===== src/rtl/shift_exec_stage.sv =====
// Execute-stage shift wrapper: 16-bit shifter on the input side feeding a
// 2-entry skid buffer (head + skid) with valid/ready handshakes on both ends.
module shift_exec_stage #(
  parameter int unsigned TAG_W = 3
) (
  input  logic             clk,
  input  logic             rst,
  input  logic             flush,
  input  logic             in_valid,
  output logic             in_ready,
  input  logic [15:0]      in_opnd,
  input  logic [15:0]      in_regcnt,
  input  logic [3:0]       in_imm,
  input  logic             in_use_imm,
  input  logic [1:0]       in_shop,
  input  logic [TAG_W-1:0] in_tag,
  output logic             out_valid,
  input  logic             out_ready,
  output logic [15:0]      out_result,
  output logic             out_zero,
  output logic [TAG_W-1:0] out_tag
);

  typedef enum logic [1:0] {StEmpty, StOne, StFull} state_e;

  state_e           state_q, state_d;
  logic             in_ready_q;
  logic [15:0]      head_res_q, skid_res_q;
  logic             head_zero_q, skid_zero_q;
  logic [TAG_W-1:0] head_tag_q, skid_tag_q;

  logic [3:0]  cnt;
  logic [15:0] shift_res;
  logic [31:0] dbl_l, dbl_r;
  logic        accept, pop;
  logic        load_head_new, load_head_skid, load_skid;

  // Shifter: rotates take the wrapped half of a doubled operand.
  assign cnt   = in_use_imm ? in_imm : in_regcnt[3:0];
  assign dbl_l = {in_opnd, in_opnd} << cnt;
  assign dbl_r = {in_opnd, in_opnd} >> cnt;

  always_comb begin
    shift_res = in_opnd;
    unique case (in_shop)
      2'b00: shift_res = dbl_l[31:16];
      2'b01: shift_res = in_opnd << cnt;
      2'b10: shift_res = dbl_r[15:0];
      2'b11: shift_res = in_opnd >> cnt;
      default: shift_res = in_opnd;
    endcase
  end

  assign accept = in_valid & in_ready_q & ~flush;
  assign pop    = (state_q != StEmpty) & out_ready & ~flush;

  always_comb begin
    state_d        = state_q;
    load_head_new  = 1'b0;
    load_head_skid = 1'b0;
    load_skid      = 1'b0;
    if (flush) begin
      state_d = StEmpty;
    end else begin
      unique case (state_q)
        StEmpty: begin
          if (accept) begin
            state_d       = StOne;
            load_head_new = 1'b1;
          end
        end
        StOne: begin
          if (accept && pop) begin
            load_head_new = 1'b1;
          end else if (accept) begin
            state_d   = StFull;
            load_skid = 1'b1;
          end else if (pop) begin
            state_d = StEmpty;
          end
        end
        StFull: begin
          if (pop) begin
            state_d        = StOne;
            load_head_skid = 1'b1;
          end
        end
        default: state_d = StEmpty;
      endcase
    end
  end

  always_ff @(posedge clk or posedge rst) begin
    if (rst) begin
      state_q     <= StEmpty;
      in_ready_q  <= 1'b1;
      head_res_q  <= '0;
      head_zero_q <= 1'b0;
      head_tag_q  <= '0;
      skid_res_q  <= '0;
      skid_zero_q <= 1'b0;
      skid_tag_q  <= '0;
    end else begin
      state_q    <= state_d;
      in_ready_q <= (state_d != StFull);
      if (load_head_new) begin
        head_res_q  <= shift_res;
        head_zero_q <= (shift_res == 16'h0000);
        head_tag_q  <= in_tag;
      end else if (load_head_skid) begin
        head_res_q  <= skid_res_q;
        head_zero_q <= skid_zero_q;
        head_tag_q  <= skid_tag_q;
      end
      if (load_skid) begin
        skid_res_q  <= shift_res;
        skid_zero_q <= (shift_res == 16'h0000);
        skid_tag_q  <= in_tag;
      end
    end
  end

  assign in_ready   = in_ready_q;
  assign out_valid  = (state_q != StEmpty);
  assign out_result = head_res_q;
  assign out_zero   = head_zero_q;
  assign out_tag    = head_tag_q;

endmodule


===== config.mk =====
export PLATFORM = sky130hd
export DESIGN_NAME = shift_exec_stage
export DESIGN_NICKNAME = d
export VERILOG_FILES = /design/src/rtl/shift_exec_stage.sv
export SDC_FILE = /design/constraint.sdc
export NUM_CORES = 1
export LEC_CHECK = 0
export BUFFER_PORTS_ARGS = -buffer_cell sky130_fd_sc_hd__clkbuf_2
export CORE_MARGIN = 3
export CORE_UTILIZATION = 52
export DETAILED_ROUTE_END_ITERATION = 10
export HOLD_SLACK_MARGIN = 0.03
export PLACE_DENSITY = 0.83
export REMOVE_ABC_BUFFERS = 1
export SETUP_SLACK_MARGIN = 0.5
export SLEW_MARGIN = 25
export SYNTH_ARGS = -nofsm -noshare
export SYNTH_HDL_FRONTEND = slang
export SYNTH_SLANG_ARGS = --single-unit

===== constraint.sdc =====
create_clock -name clk -period 1.9 [get_ports clk]
set_clock_uncertainty 0.2 [all_clocks]
set_input_delay 0.19 -clock clk [delete_from_list [all_inputs] [get_ports clk]]
set_output_delay 0.19 -clock clk [all_outputs]
set_load 0.02 [all_outputs]

After elaboration in Yosys (flattened, before gate mapping)
Cells that the tools add are included.

operators by class
  equal/unequal tests = 6
  shift operators = 4
  multiplexer cells = 25
  reductions and logical operators = 6
  bitwise gates (word level) = 5

operators with widths
  cell                  count
  $pmux W16 S4          1
  $mux W16              2
  $shl A32 B4 Y32       1
  $shr A32 B4 Y16       1
  $logic_not A16 Y1     1
  $shl A16 B4 Y16       1
  $shr A16 B4 Y16       1
  $mux W2               6
  $mux W1               11
  $eq A2 B2 Y1 const B  3
  $mux W3               2
  $pmux W2 S3           1
  $and A1 B1 Y1         4
  $eq A2 B1 Y1 const B  2
  $logic_not A2 Y1      2
  $mux W4               1
  $reduce_bool A2 Y1    2
  $ne A2 B2 Y1 const B  1
  $pmux W1 S2           1
  $logic_and A1 B1 Y1   1
  $not A1 Y1            1

storage, ports and cells
  register bits = 43

Depth between registers and ports, before layout
  word-level depth = 9
  mapped depth = 11
  depth with buffers taken out = 8

Least setup slack after synthesis
OpenSTA, ideal clock, no wires.

  path type = input port to flip-flop
  from = input port in_use_imm
  to = register skid_zero_q
  required time = 1,597 ps
  cell stages on the path = 9
  slack = -1,327 ps
  data arrival time = 2,924 ps
  setup time = 103 ps
  cells stage by stage = mux2i_1 > buf_4 > mux4_2 > mux2i_1 > nor2_1 > o32ai_1 > nand2_1 > or4b_4 > o41ai_2

on the way
  word-level cells in the longest chain between the ends = 4
  elaborated cells between the ends (all ways) = 7
  those cells by class = 4 x shift; 2 x mux; 1 x reduce/logical

ends and longest elaborated chain
  item                                           line  text
  start: declaration                             14    input logic in_use_imm,
  $mux W4 *                                      39    assign cnt = in_use_imm ? in_imm : in_regcnt[3:0];
  $shr A16 B4 Y16, or another cell as far along  49    2'b11: shift_res = in_opnd >> cnt;
  $pmux W16 S4 *                                 45    unique case (in_shop)
  $logic_not A16 Y1 *                            117   skid_zero_q <= (shift_res == 16'h0000);
  end signal: assignment                         117
  end: declaration                               29    logic head_zero_q, skid_zero_q;

Mark *: on every way between the ends. The rest lies on a longest branch, timed or not.
A chain may end at the register's enable or synchronous reset.

Worst setup path in the final report
  from = input port in_use_imm
  to = register head_zero_q (netlist: out_zero)

on the way
  word-level cells in the longest chain between the ends = 5
  elaborated cells between the ends (all ways) = 8
  those cells by class = 4 x shift; 3 x mux; 1 x reduce/logical

ends and longest elaborated chain
  item                                           line  text
  $mux W4 *                                      39
  $shr A16 B4 Y16, or another cell as far along  49
  $pmux W16 S4 *                                 45
  $logic_not A16 Y1 *                            108   head_zero_q <= (shift_res == 16'h0000);
  $mux W1 *                                      106   if (load_head_new) begin
  end signal: assignment                         108
  end signal: assignment                         112   head_zero_q <= skid_zero_q;
  end: declaration                               29

Marks and branches as above.

==> impl_metrics.toml <==
[finish]
areaGrowthSynthToFinish_pct = 57.5
fillers = 337
fin_area_sq_mm = 0.00618
num-nets-final = 630
drive_gt1_share_pct = 58.6
utilization_pct = 84.8

[yosys]
synth_top_area_share_pct = 26.8
synth.area.top_cells = "dfrtp_1 27%, mux4_2 20%, mux2i_1 8.4%"
synth_area_sq_mm = 0.00393
yosysSeqAreaShare_pct = 27.4
ys_types = 59
ys_warn_count = 0
ys.flop_type = "dfrtp_1"
synth_top_area_cell = "dfrtp_1"
postSynth.asyncResetShare_pct = 100
synthCells = 399
syn_avg_cell_area_sq_um = 9.84
synth_edf_count = 0
ys_ff_latch = 43

[sta]
drv_slew = 0
rsz0062_at_grt = "yes"
finalHoldViolations = 0
finalCriticalPeriod_ns = 3.20
setup_viol = 41
whs_ns = 0.0725
slew_headroom_pct = 61.8
period_share_pct = 168
fmax_mhz = 313
tightestPinTransition_ns = 0.558
fin_ws_ns = -1.30

[floorplan]
core_area_sq_mm = 0.00729
start_util_pct = 53.8
rows = 31
die_w_um = 92.9
die_area_sq_mm = 0.00863
ioPinCount = 69
fp.dieH_um = 92.9

[clocking]
clk_path_buf_depth = 2
cts_tree = "yes"
htreeDepth = 2
cts_sinks = 43
cts-root-buf = "clkbuf_8"
insertion_delay_ns = 0.31
numCtsBuffers = 5
clk_pin_slew_ns = 0.10

[routing]
vias = 5135
wl_um = 20200
wl_per_cell_um = 29.5
detail_route.first_pass.iterations = 8
first_iter_violations = 884
ant_nets = 0
vias_per_cell = 7.49
drc = 0

[critical_path]
r2r-end = "out_result[4]"
worstPathArrival_ns = 3.21
crit_path_start_kind = "input port"
end_kind = "flip-flop"
rr_worst_depth = 7
worst-setup-path-type = "input port to flip-flop"
r2r_setup_slack_ns = -0.29
reg2reg_from = "state_q[0]"
worstPathRequired_ns = 1.91
cp_max_fo = 7

[global_route]
grt_pass1_vias = 4801
antenna_found_initial = 1
grt_use_total_pct = 38.7
grt_max_degree = 44
grt_overflow = 0
grt_pass1_wl_um = 26000

[run_status]
outcome = "complete, but fails checks"
violations = "negative setup slack"

[place]
hpwl_um = 10300
gp_congestion = 1.02
pre_cts_ws_ns = -1.52
place_area_sq_mm = 0.00516
port_buffers = 56

[hold_path]
min_to = "in_ready"
hp-class = "input port to flip-flop"
hp-start = "flush"
min_path_cells = 2

[pwr]
finalPower_mw = 4.34
power_frac_clock_pct = 14.3
power.share.sequential_pct = 31.0
internal_power_mw = 2.46
switchingPower_mw = 1.88
p_per_area_mw_per_mm2 = 703
p_leak_nw = 2.74
switching_share_pct = 43.3
ir_drop_v = 0.000321
comb_power_share_pct = 54.7

[job]
max_cap_violations = 0
[worst max path at each step]
stage,start,endpoint,cells past startpoint
2_1_floorplan,in_use_imm,skid_zero_q,8
3_3_place_gp,in_use_imm,skid_zero_q,10
3_5_place_dp,in_use_imm,skid_zero_q,10
5_1_grt,in_use_imm,out_zero,11
6_report,in_use_imm,out_zero,11
4_1_cts,in_use_imm,skid_zero_q,10
[state kept, by name, summed over array words and instances (netlist names)]
name         cells
out_result      16
skid_zero_q      1
out_tag          3
state_q          2
skid_res_q      16
out_zero         1
in_ready         1
skid_tag_q       3
[layer usage]
metal / vias to the layer above / routed length, um / global-route usage, %
met4: 2 / 2140 / 26.7
met3: 242 / 2910 / 8.37
met2: 590 / 8910 / 65.9
met1: 2358 / 6220 / 42.9
li1: 1943 / - / -
met5: - / 42 / 0
[cells in the mapped netlist, drive strengths merged, types with 4 or more instances]
cell and count:
nor3 7, a22oi 18, buf 10, nand2b 8, o211ai 4, nand2 42, mux2i 35, o21ai 41
mux4 35, dfrtp 42, nand3 10, clkbuf 24, nor2 32, a21oi 12, mux2 16, or2 4
[timing repair]
action | 4_1_cts | 5_1_grt
setup endpoints to repair | 44 | 45
setup buffers | 7 | 12
endpoints found under the hold margin | 50 | 0
cloned | 5 | 0
gates resized for setup | 108 | 46
pin swaps | 17 | 10
hold buffers | 7 | 0
[area by class of cell]
type                    count  area [sq um]  area share [%]
flip-flops and latches     43          1080            17.4
inverters                   4          15.0           0.243
clock inverters             1          5.00          0.0809
well taps                  99           124            2.00
repair buffers            210          1750            28.3
multi-input cells         319          3130            50.6
diodes                      3          7.51           0.121
clock buffers               7          76.3            1.23
[cell families after synthesis]
kind of cell | synth area share (%)
AO/OA/AOI/OAI | 19.9
buffers and inverters | 4.56
flip-flops | 27.4
multiplexers | 34.2
AND/OR/NAND/NOR | 14.0
[layout by cell type, fill, tap and decap left out, types with 16 or more instances in the layout]
cell type,n
dfrtp_1,41
buf_4,116
clkbuf_2,53
mux4_2,35
buf_6,17
nand2_1,39
nor2_1,24
mux2i_1,16
o21ai_0,18
a22oi_1,16
[worst max-delay path: stages]
cell and delay, ns:
clkbuf_16 0.13, buf_6 0.12, mux2_4 0.35, buf_6 0.16, mux4_2 0.50, nand3_1 0.14, o211ai_1 0.18, nor4_4 0.45
nand2_1 0.20, or4b_4 0.54, o31ai_2 0.23
[through the flow]
stage	setup TNS [ns]	cells
after global placement	-29.90	644
final	-20.31	686
after global routing	-23.08	685
after CTS	-13.96	671
after detailed placement	-31.73	644
after floorplan	-66.44	365
[power groups by stage]
| stage | clock, mW | combinational (mW) | sequential (mW) |
|---|---|---|---|
| after floorplan | 0 | 0.813 | 1.37 |
| after global placement | 0 | 1.66 | 1.25 |
| after detailed placement | 0 | 1.70 | 1.27 |
| after CTS | 0.553 | 1.94 | 1.26 |
| after global routing | 0.643 | 2.46 | 1.34 |
| final | 0.622 | 2.38 | 1.35 |
Power figures use the tool's default switching activity.
